<file path="src/rtl/tt_debounce_pkg.sv">
// Shared defaults, counter-width helper and counter type for the input debouncer.
// Optional feature macro: TT_DEBOUNCE_TOGGLE_EN (adds per-bit toggle outputs).
package tt_debounce_pkg;

  localparam int DEF_WIDTH         = 8;
  localparam int DEF_STABLE_CYCLES = 4;
  localparam int DEF_PRESCALE      = 1;

  // Enough bits to hold 0..stable_cycles, never narrower than one bit.
  function automatic int cnt_width(input int stable_cycles);
    return (stable_cycles < 1) ? 1 : $clog2(stable_cycles + 1);
  endfunction

  localparam int DEF_CNT_W = cnt_width(DEF_STABLE_CYCLES);

  typedef logic [DEF_CNT_W-1:0] db_cnt_t;

endpackage

</file>
<file path="src/rtl/tt_debounce_bit.sv">
// One input bit: two-flop synchroniser, stability counter, debounced level and edge pulses.
// Optional feature macro: TT_DEBOUNCE_TOGGLE_EN (adds the toggle register).
module tt_debounce_bit
  import tt_debounce_pkg::*;
#(
  parameter int   STABLE_CYCLES = DEF_STABLE_CYCLES,
  parameter logic RESET_VAL     = 1'b0
) (
  input  logic clk,
  input  logic reset,
  input  logic ena,
  input  logic tick,
  input  logic raw,
  output logic db,
  output logic rise,
  output logic fall
`ifdef TT_DEBOUNCE_TOGGLE_EN
  ,
  output logic toggle
`endif
);

  localparam int             CNT_W = cnt_width(STABLE_CYCLES);
  localparam logic [CNT_W-1:0] LAST  = CNT_W'(STABLE_CYCLES - 1);
  localparam logic [CNT_W-1:0] ONE   = CNT_W'(1);

  logic             sync1;
  logic             sync2;
  logic [CNT_W-1:0] cnt;
  logic [CNT_W-1:0] cnt_next;
  logic             commit;

  // The synchroniser runs free of enable and tick so it never holds stale data.
  always_ff @(posedge clk or posedge reset) begin
    if (reset) begin
      sync1 <= RESET_VAL;
      sync2 <= RESET_VAL;
    end else begin
      sync1 <= raw;
      sync2 <= sync1;
    end
  end

  // Any clock where the synchronised input agrees with the level restarts the count.
  always_comb begin
    cnt_next = '0;
    commit   = 1'b0;
    if (ena && (sync2 != db)) begin
      if (!tick) begin
        cnt_next = cnt;
      end else if (cnt == LAST) begin
        commit = 1'b1;
      end else begin
        cnt_next = cnt + ONE;
      end
    end
  end

  always_ff @(posedge clk or posedge reset) begin
    if (reset) begin
      db   <= RESET_VAL;
      cnt  <= '0;
      rise <= 1'b0;
      fall <= 1'b0;
    end else begin
      cnt  <= cnt_next;
      rise <= commit & sync2;
      fall <= commit & ~sync2;
      if (commit) begin
        db <= sync2;
      end
    end
  end

`ifdef TT_DEBOUNCE_TOGGLE_EN
  // Flips on the same edge that launches the rise pulse.
  always_ff @(posedge clk or posedge reset) begin
    if (reset) begin
      toggle <= 1'b0;
    end else if (commit && sync2) begin
      toggle <= ~toggle;
    end
  end
`endif

endmodule

</file>
<file path="src/rtl/tt_input_debounce.sv">
// Tiny Tapeout input conditioner: shared debounce prescaler feeding WIDTH independent bit debouncers.
// Optional feature macro: TT_DEBOUNCE_TOGGLE_EN (adds the toggle output bus).
module tt_input_debounce
  import tt_debounce_pkg::*;
#(
  parameter int               WIDTH         = DEF_WIDTH,
  parameter int               STABLE_CYCLES = DEF_STABLE_CYCLES,
  parameter int               PRESCALE      = DEF_PRESCALE,
  parameter logic [WIDTH-1:0] RESET_VAL     = '0
) (
  input  logic             clk,
  input  logic             reset,
  input  logic             ena,
  input  logic [WIDTH-1:0] raw_in,
  output logic [WIDTH-1:0] db_out,
  output logic [WIDTH-1:0] rise,
  output logic [WIDTH-1:0] fall
`ifdef TT_DEBOUNCE_TOGGLE_EN
  ,
  output logic [WIDTH-1:0] toggle
`endif
);

  localparam int               PRE_W    = $clog2(PRESCALE + 1);
  localparam logic [PRE_W-1:0] PRE_LAST = PRE_W'(PRESCALE - 1);
  localparam logic [PRE_W-1:0] PRE_ONE  = PRE_W'(1);

  logic [PRE_W-1:0] pre;
  logic             tick;

  assign tick = ena && (pre == PRE_LAST);

  // Prescaler phase is frozen while disabled so a pause does not shorten the next tick.
  always_ff @(posedge clk or posedge reset) begin
    if (reset) begin
      pre <= '0;
    end else if (ena) begin
      pre <= (pre == PRE_LAST) ? '0 : pre + PRE_ONE;
    end
  end

  for (genvar i = 0; i < WIDTH; i++) begin : g_bit
    tt_debounce_bit #(
      .STABLE_CYCLES(STABLE_CYCLES),
      .RESET_VAL    (RESET_VAL[i])
    ) u_bit (
      .clk   (clk),
      .reset (reset),
      .ena   (ena),
      .tick  (tick),
      .raw   (raw_in[i]),
      .db    (db_out[i]),
      .rise  (rise[i]),
      .fall  (fall[i])
`ifdef TT_DEBOUNCE_TOGGLE_EN
      ,
      .toggle(toggle[i])
`endif
    );
  end

endmodule
</file>
<file path="config.mk">
export PLATFORM = sky130hd
export DESIGN_NAME = tt_input_debounce
export DESIGN_NICKNAME = d
export VERILOG_FILES = /design/src/rtl/tt_debounce_pkg.sv /design/src/rtl/tt_debounce_bit.sv /design/src/rtl/tt_input_debounce.sv
export SDC_FILE = /design/constraint.sdc
export NUM_CORES = 1
export LEC_CHECK = 0
export ABC_AREA = 1
export CELL_PAD_IN_SITES_DETAIL_PLACEMENT = 1
export CELL_PAD_IN_SITES_GLOBAL_PLACEMENT = 1
export CORE_MARGIN = 3
export CORE_UTILIZATION = 43
export CTS_BUF_LIST = sky130_fd_sc_hd__clkbuf_16
export CTS_CLUSTER_SIZE = 8
export DETAILED_ROUTE_END_ITERATION = 12
export PLACE_DENSITY = 0.79
export SLEW_MARGIN = 20
export SYNTH_ARGS = -nofsm -noshare
export SYNTH_HDL_FRONTEND = slang
export SYNTH_SLANG_ARGS = --single-unit
</file>
<file path="constraint.sdc">
create_clock -name clk -period 2.8 [get_ports clk]
set_input_delay 0.56 -clock clk [delete_from_list [all_inputs] [get_ports clk]]
set_output_delay 0.56 -clock clk [all_outputs]
set_load 0.01 [all_outputs]
</file>
Word-level counts from Yosys, hierarchy flattened
Cells that the tools add are included.

Add/subtract/negate cells: 9. $mul: 0. Divide/modulo/power cells: 0. $lt $le $gt $ge: 0. Equality and inequality tests: 24. Shift-type cells: 0. Muxes and demuxes: 49. Bitwise operators: 25. Reduce and logical (&&, ||, !) cells: 9.

Operators with widths (number): 2-to-1 mux 3 bit (24); 2-to-1 mux 1 bit (25); adder 3 x 1 -> 3 bit (second input constant) (8); == test 3 x 2 -> 1 bit (second input constant) (8); AND 1 bit (16); != test 2 bit (second input constant) (7); logical AND 1 bit (9); inverter 1 bit (9); != test 1 bit (8); != test 2 x 1 -> 1 bit (second input constant) (1); adder 1 bit (second input constant) (1).

Flip-flop bits (word level): 65. Bits in latches: 0. Bits in writable memories: 0. Memory bits (read-only): 0. Input port bits: 11. Output and inout bits: 24. Word-level logic and storage cells: 165. Memories kept: 0.

Longest topological paths before layout
Depth in word-level cells: 5. Gate-level depth with buffers: 6. Mapped depth without buffers: 6.

Cells and area by module
Synthesis repeated with hierarchy kept, for this count alone.

Cell total of the unflattened synthesis: 280. Area total of the unflattened synthesis: 2672.6 um2.

By module, submodules not included: tt_debounce_bit (instances 8, cells each 35, area an instance 334.1 um2, sequential area each 200.2 um2).

Least setup slack after synthesis
No wires, ideal clock.

Path kind: input port to flip-flop. Start: input port ena. End: register g_bit[3].u_bit.db. Library setup time: 0.118 ns. Arrival: 1.024 ns. Data required time: 2.682 ns. Path slack: 1.657 ns. Cell stages on the path: 6. Path buffers: 1. Cells stage by stage: buf_6 inv_6 a21oi_2 nand3_1 nand2_1 nand2_1.

Word-level cells in the longest chain between the ends: 3. Elaborated cells on any way between the ends: 4. Those cells by class: mux (2); reduce/logical (2).

RTL lines: from (decl) (RTL line tt_input_debounce.sv:13) `input logic ena,`; logical AND 1 bit (RTL line tt_input_debounce.sv:31) `assign tick = ena && (pre == PRE_LAST);`; 2-to-1 mux 1 bit (RTL line tt_debounce_bit.sv:49) `if (!tick) begin`; 2-to-1 mux 1 bit (*) (RTL line tt_debounce_bit.sv:48) `if (ena && (sync2 != db)) begin`; to (signal assigned) (RTL line tt_debounce_bit.sv:70) `db <= sync2;`; to (decl) (RTL line tt_debounce_bit.sv:14) `output logic db,`.

Mark *: on every way between the ends. The rest lies on a longest branch, timed or not. A chain may end at the register's enable or synchronous reset.

Worst setup path after layout
Start: register g_bit[0].u_bit.db. End: output port db_out[0].

RTL lines: from (decl) (RTL line tt_debounce_bit.sv:14); from (signal assigned) (RTL line tt_debounce_bit.sv:70); to (decl) (RTL line tt_input_debounce.sv:15) `output logic [WIDTH-1:0] db_out,`.

No word-level cell between the ends.

==> flow_summary.toml <==
[detailed_routing]
drc = 0
wl_per_cell_um = 14.1
drtPass1Iterations = 4
via_count = 1699
via_per_inst = 4.81
postRouteAntennaNets = 0
first_iter_violations = 44
wirelength_um = 4970

[flow_run]
cap_violations = 0

[logic_synthesis]
yosysMostFrequentCell = "dfrtp_1"
synthArstFlopShare_pct = 100
syn_area_um2 = 2680
ys_types = 15
yosys_warnings = 0
synth_area_leaders = "dfrtp_1 60%, buf_4 7.0%, inv_1 6.6%"
yosysTopAreaCellShare_pct = 59.7
synth_edf_count = 0
synth_area_per_cell_um2 = 10.6
synth_top_cells_by_count = "64 x dfrtp_1, 47 x inv_1, 34 x nand2_1, 25 x buf_4, 20 x nor2_1"
synthCells = 252
yosysSeqAreaShare_pct = 59.7
synth_top_flop_cell = "dfrtp_1"
synth_nets = 271
yosysTopAreaCell = "dfrtp_1"
ys_ff_latch = 64

[timing]
setup_violations = 0
fin_skew_ps = 2.46
hold_slack_ps = 349
tns_ps = 0
fmax_ghz = 0.519
rsz0062_at_grt = "no"
period_minus_slack_ps = 1930
setup_ws_ps = 873
finalCritPeriodShare_pct = 68.8
worst_slew_pin_slew_ps = 334
report.final.slew_viol_count = 0
hold_viol_final = 0
relSlewSlack_pct = 77.6

[cells_and_area]
final_layout_size_suffix_gt1_share_pct = 14.7
postLayoutCellArea_um2 = 3220
fill_cells = 637
fin_nets = 292
area_delta_synth_final_pct = 20.2
diodes = 0

[cts]
ctsHoldBuffers = 0
numCtsBuffers = 9
cts.path.max_buffers = 2
postCtsSetupBuffers = 0
ctsResizeCount = 0
clockRootBuffer = "clkbuf_16"
cts_tree = "done"
path_clk_slew_ps = 50
h-tree-depth = 3
cts.sinks = 64
insertion_delay_ps = 320

[min_path]
hp-class = "flop to flop"
min_path_cells = 0

[floorplanning]
io_pins = 35
start_util_pct = 44.8
num_rows = 28
dieArea_um2 = 7220
die_w_um = 85.0
die_h_um = 85.0
coreArea_um2 = 5990

[global_route]
gr-usage-met2_pct = 26.6
grt_pass1_vias = 1901
antenna_found_initial = 0
grt_overflow_total = 0
top_usage_layer = "met2"
use_met3_pct = 3.20
grt_use_met1_pct = 18.5
grt_pass1_wl_um = 8780
grt_max_degree = 65
grtUsageTotal_pct = 15.8

[critical_path]
worst_ep_required_time_ps = 2240
reg2reg_depth = 6
timing.rr.start = "g_bit[2].u_bit.cnt[0]$_DFFE_PP0P_"
startpoint = "g_bit[0].u_bit.db$_DFFE_PP0P_"
worstPathCellList = "clkdlybuf4s50_1"
crit_slowest_cell = "clkdlybuf4s50_1"
startpoint_type = "flop"
r2r_setup_slack_ps = 1550
critPathCapture = "db_out[0]"
worst-path-stages = 1
cp.arrival_ps = 1370
r2r-end = "g_bit[2].u_bit.db$_DFFE_PP0P_"
slowest_delay_ps = 590
crit_type = "flop to output port"
endpoint_kind = "output port"
cp_top_family = "buffers and inverters"
path_max_fanout = 5
cp_num_buf_inv = 1

[power]
finalPower_w = 0.00235
leakage_nw = 1.70
ir_worst_vdd_mv = 0.446
power_density_nw_per_um2 = 729

[placement]
gp_congestion = 0.753
port_buffers = 34
hpwl_um = 3330
placed_area_um2 = 2940
dp_slack_ps = 892

[outcome]
status = "finished, final reports clean"
[registers in the layout, summed over array words and instances, names as in the netlist]
name,count
g_bit.u_bit.sync2,8
g_bit.u_bit.db,8
g_bit.u_bit.fall,8
g_bit.u_bit.sync1,8
g_bit.u_bit.cnt,24
g_bit.u_bit.rise,8
[logic make-up after synthesis]
logic type,share of synthesized area [%]
flip-flops,59.7
adder cells (fa/ha/maj),3.73
AO/OA/AOI/OAI,3.83
AND/OR/NAND/NOR,18.4
buffers and inverters,14.3
[stage by stage]
| step | instances | utilization, % |
|---|---|---|
| global placement | 337 | 49.1 |
| global route | 353 | 53.8 |
| floorplan | 252 | - |
| detailed placement | 337 | 49.1 |
| finish | 353 | 53.8 |
| CTS | 353 | 53.8 |
[layer usage]
metal,part of all wire [%],wire (um)
met1,42,2060
met2,52,2600
met3,3.7,182
met4,2.4,120
met5,0,0
[how the worst min path moves through the flow]
stage | from | to
2_1_floorplan | g_bit[0].u_bit.sync1$_DFF_PP0_ | g_bit[0].u_bit.sync2$_DFF_PP0_
3_3_place_gp | g_bit[0].u_bit.sync1$_DFF_PP0_ | g_bit[0].u_bit.sync2$_DFF_PP0_
3_5_place_dp | g_bit[2].u_bit.sync1$_DFF_PP0_ | g_bit[2].u_bit.sync2$_DFF_PP0_
4_1_cts | g_bit[2].u_bit.sync1$_DFF_PP0_ | g_bit[2].u_bit.sync2$_DFF_PP0_
5_1_grt | g_bit[2].u_bit.sync1$_DFF_PP0_ | g_bit[2].u_bit.sync2$_DFF_PP0_
6_report | g_bit[1].u_bit.sync1$_DFF_PP0_ | g_bit[1].u_bit.sync2$_DFF_PP0_
[cells in the final DEF, fill, tap and decap left out]
cell,netlist,routed
clkinv_1,0,4
clkinv_2,0,1
nor3_2,10,10
clkdlybuf4s50_1,0,34
buf_4,25,1
inv_6,1,1
o21ai_0,2,2
dfrtp_1,64,64
inv_1,47,47
bufinv_16,0,1
ha_1,8,8
nand2_1,34,34
nand3_1,8,8
inv_2,0,1
a21oi_2,5,5
nor2_1,20,20
buf_12,0,1
nand2_2,8,8
clkbuf_16,0,9
a21oi_4,3,3
nand4_1,16,16
[worst reg2reg max path: cells and delay by family (launching register included)]
kind                     cells  cell delay [ps]
adder cells (fa/ha/maj)      1              170
AND/OR/NAND/NOR              4              520
buffers and inverters        1               60
flip-flops                   1              380
[cell type report]
cell class,instances,area (um2),share of cell area (%)
inverter,48,185,5.75
clock buffer,9,225,6.99
tap,75,93.8,2.91
sequential,64,1600,49.7
multi-input combinational,114,696,21.6
clock inverter,7,53.8,1.67
timing repair buffer,36,368,11.4
[where the power goes]
| part | internal (W) | switching, W |
|---|---|---|
| Clock | 0.000671 | 0.000372 |
| Sequential | 0.000987 | 0.0000668 |
| Combinational | 0.000110 | 0.000142 |
| Total | 0.00177 | 0.000581 |
No activity file was read; power rests on OpenSTA's default activity.
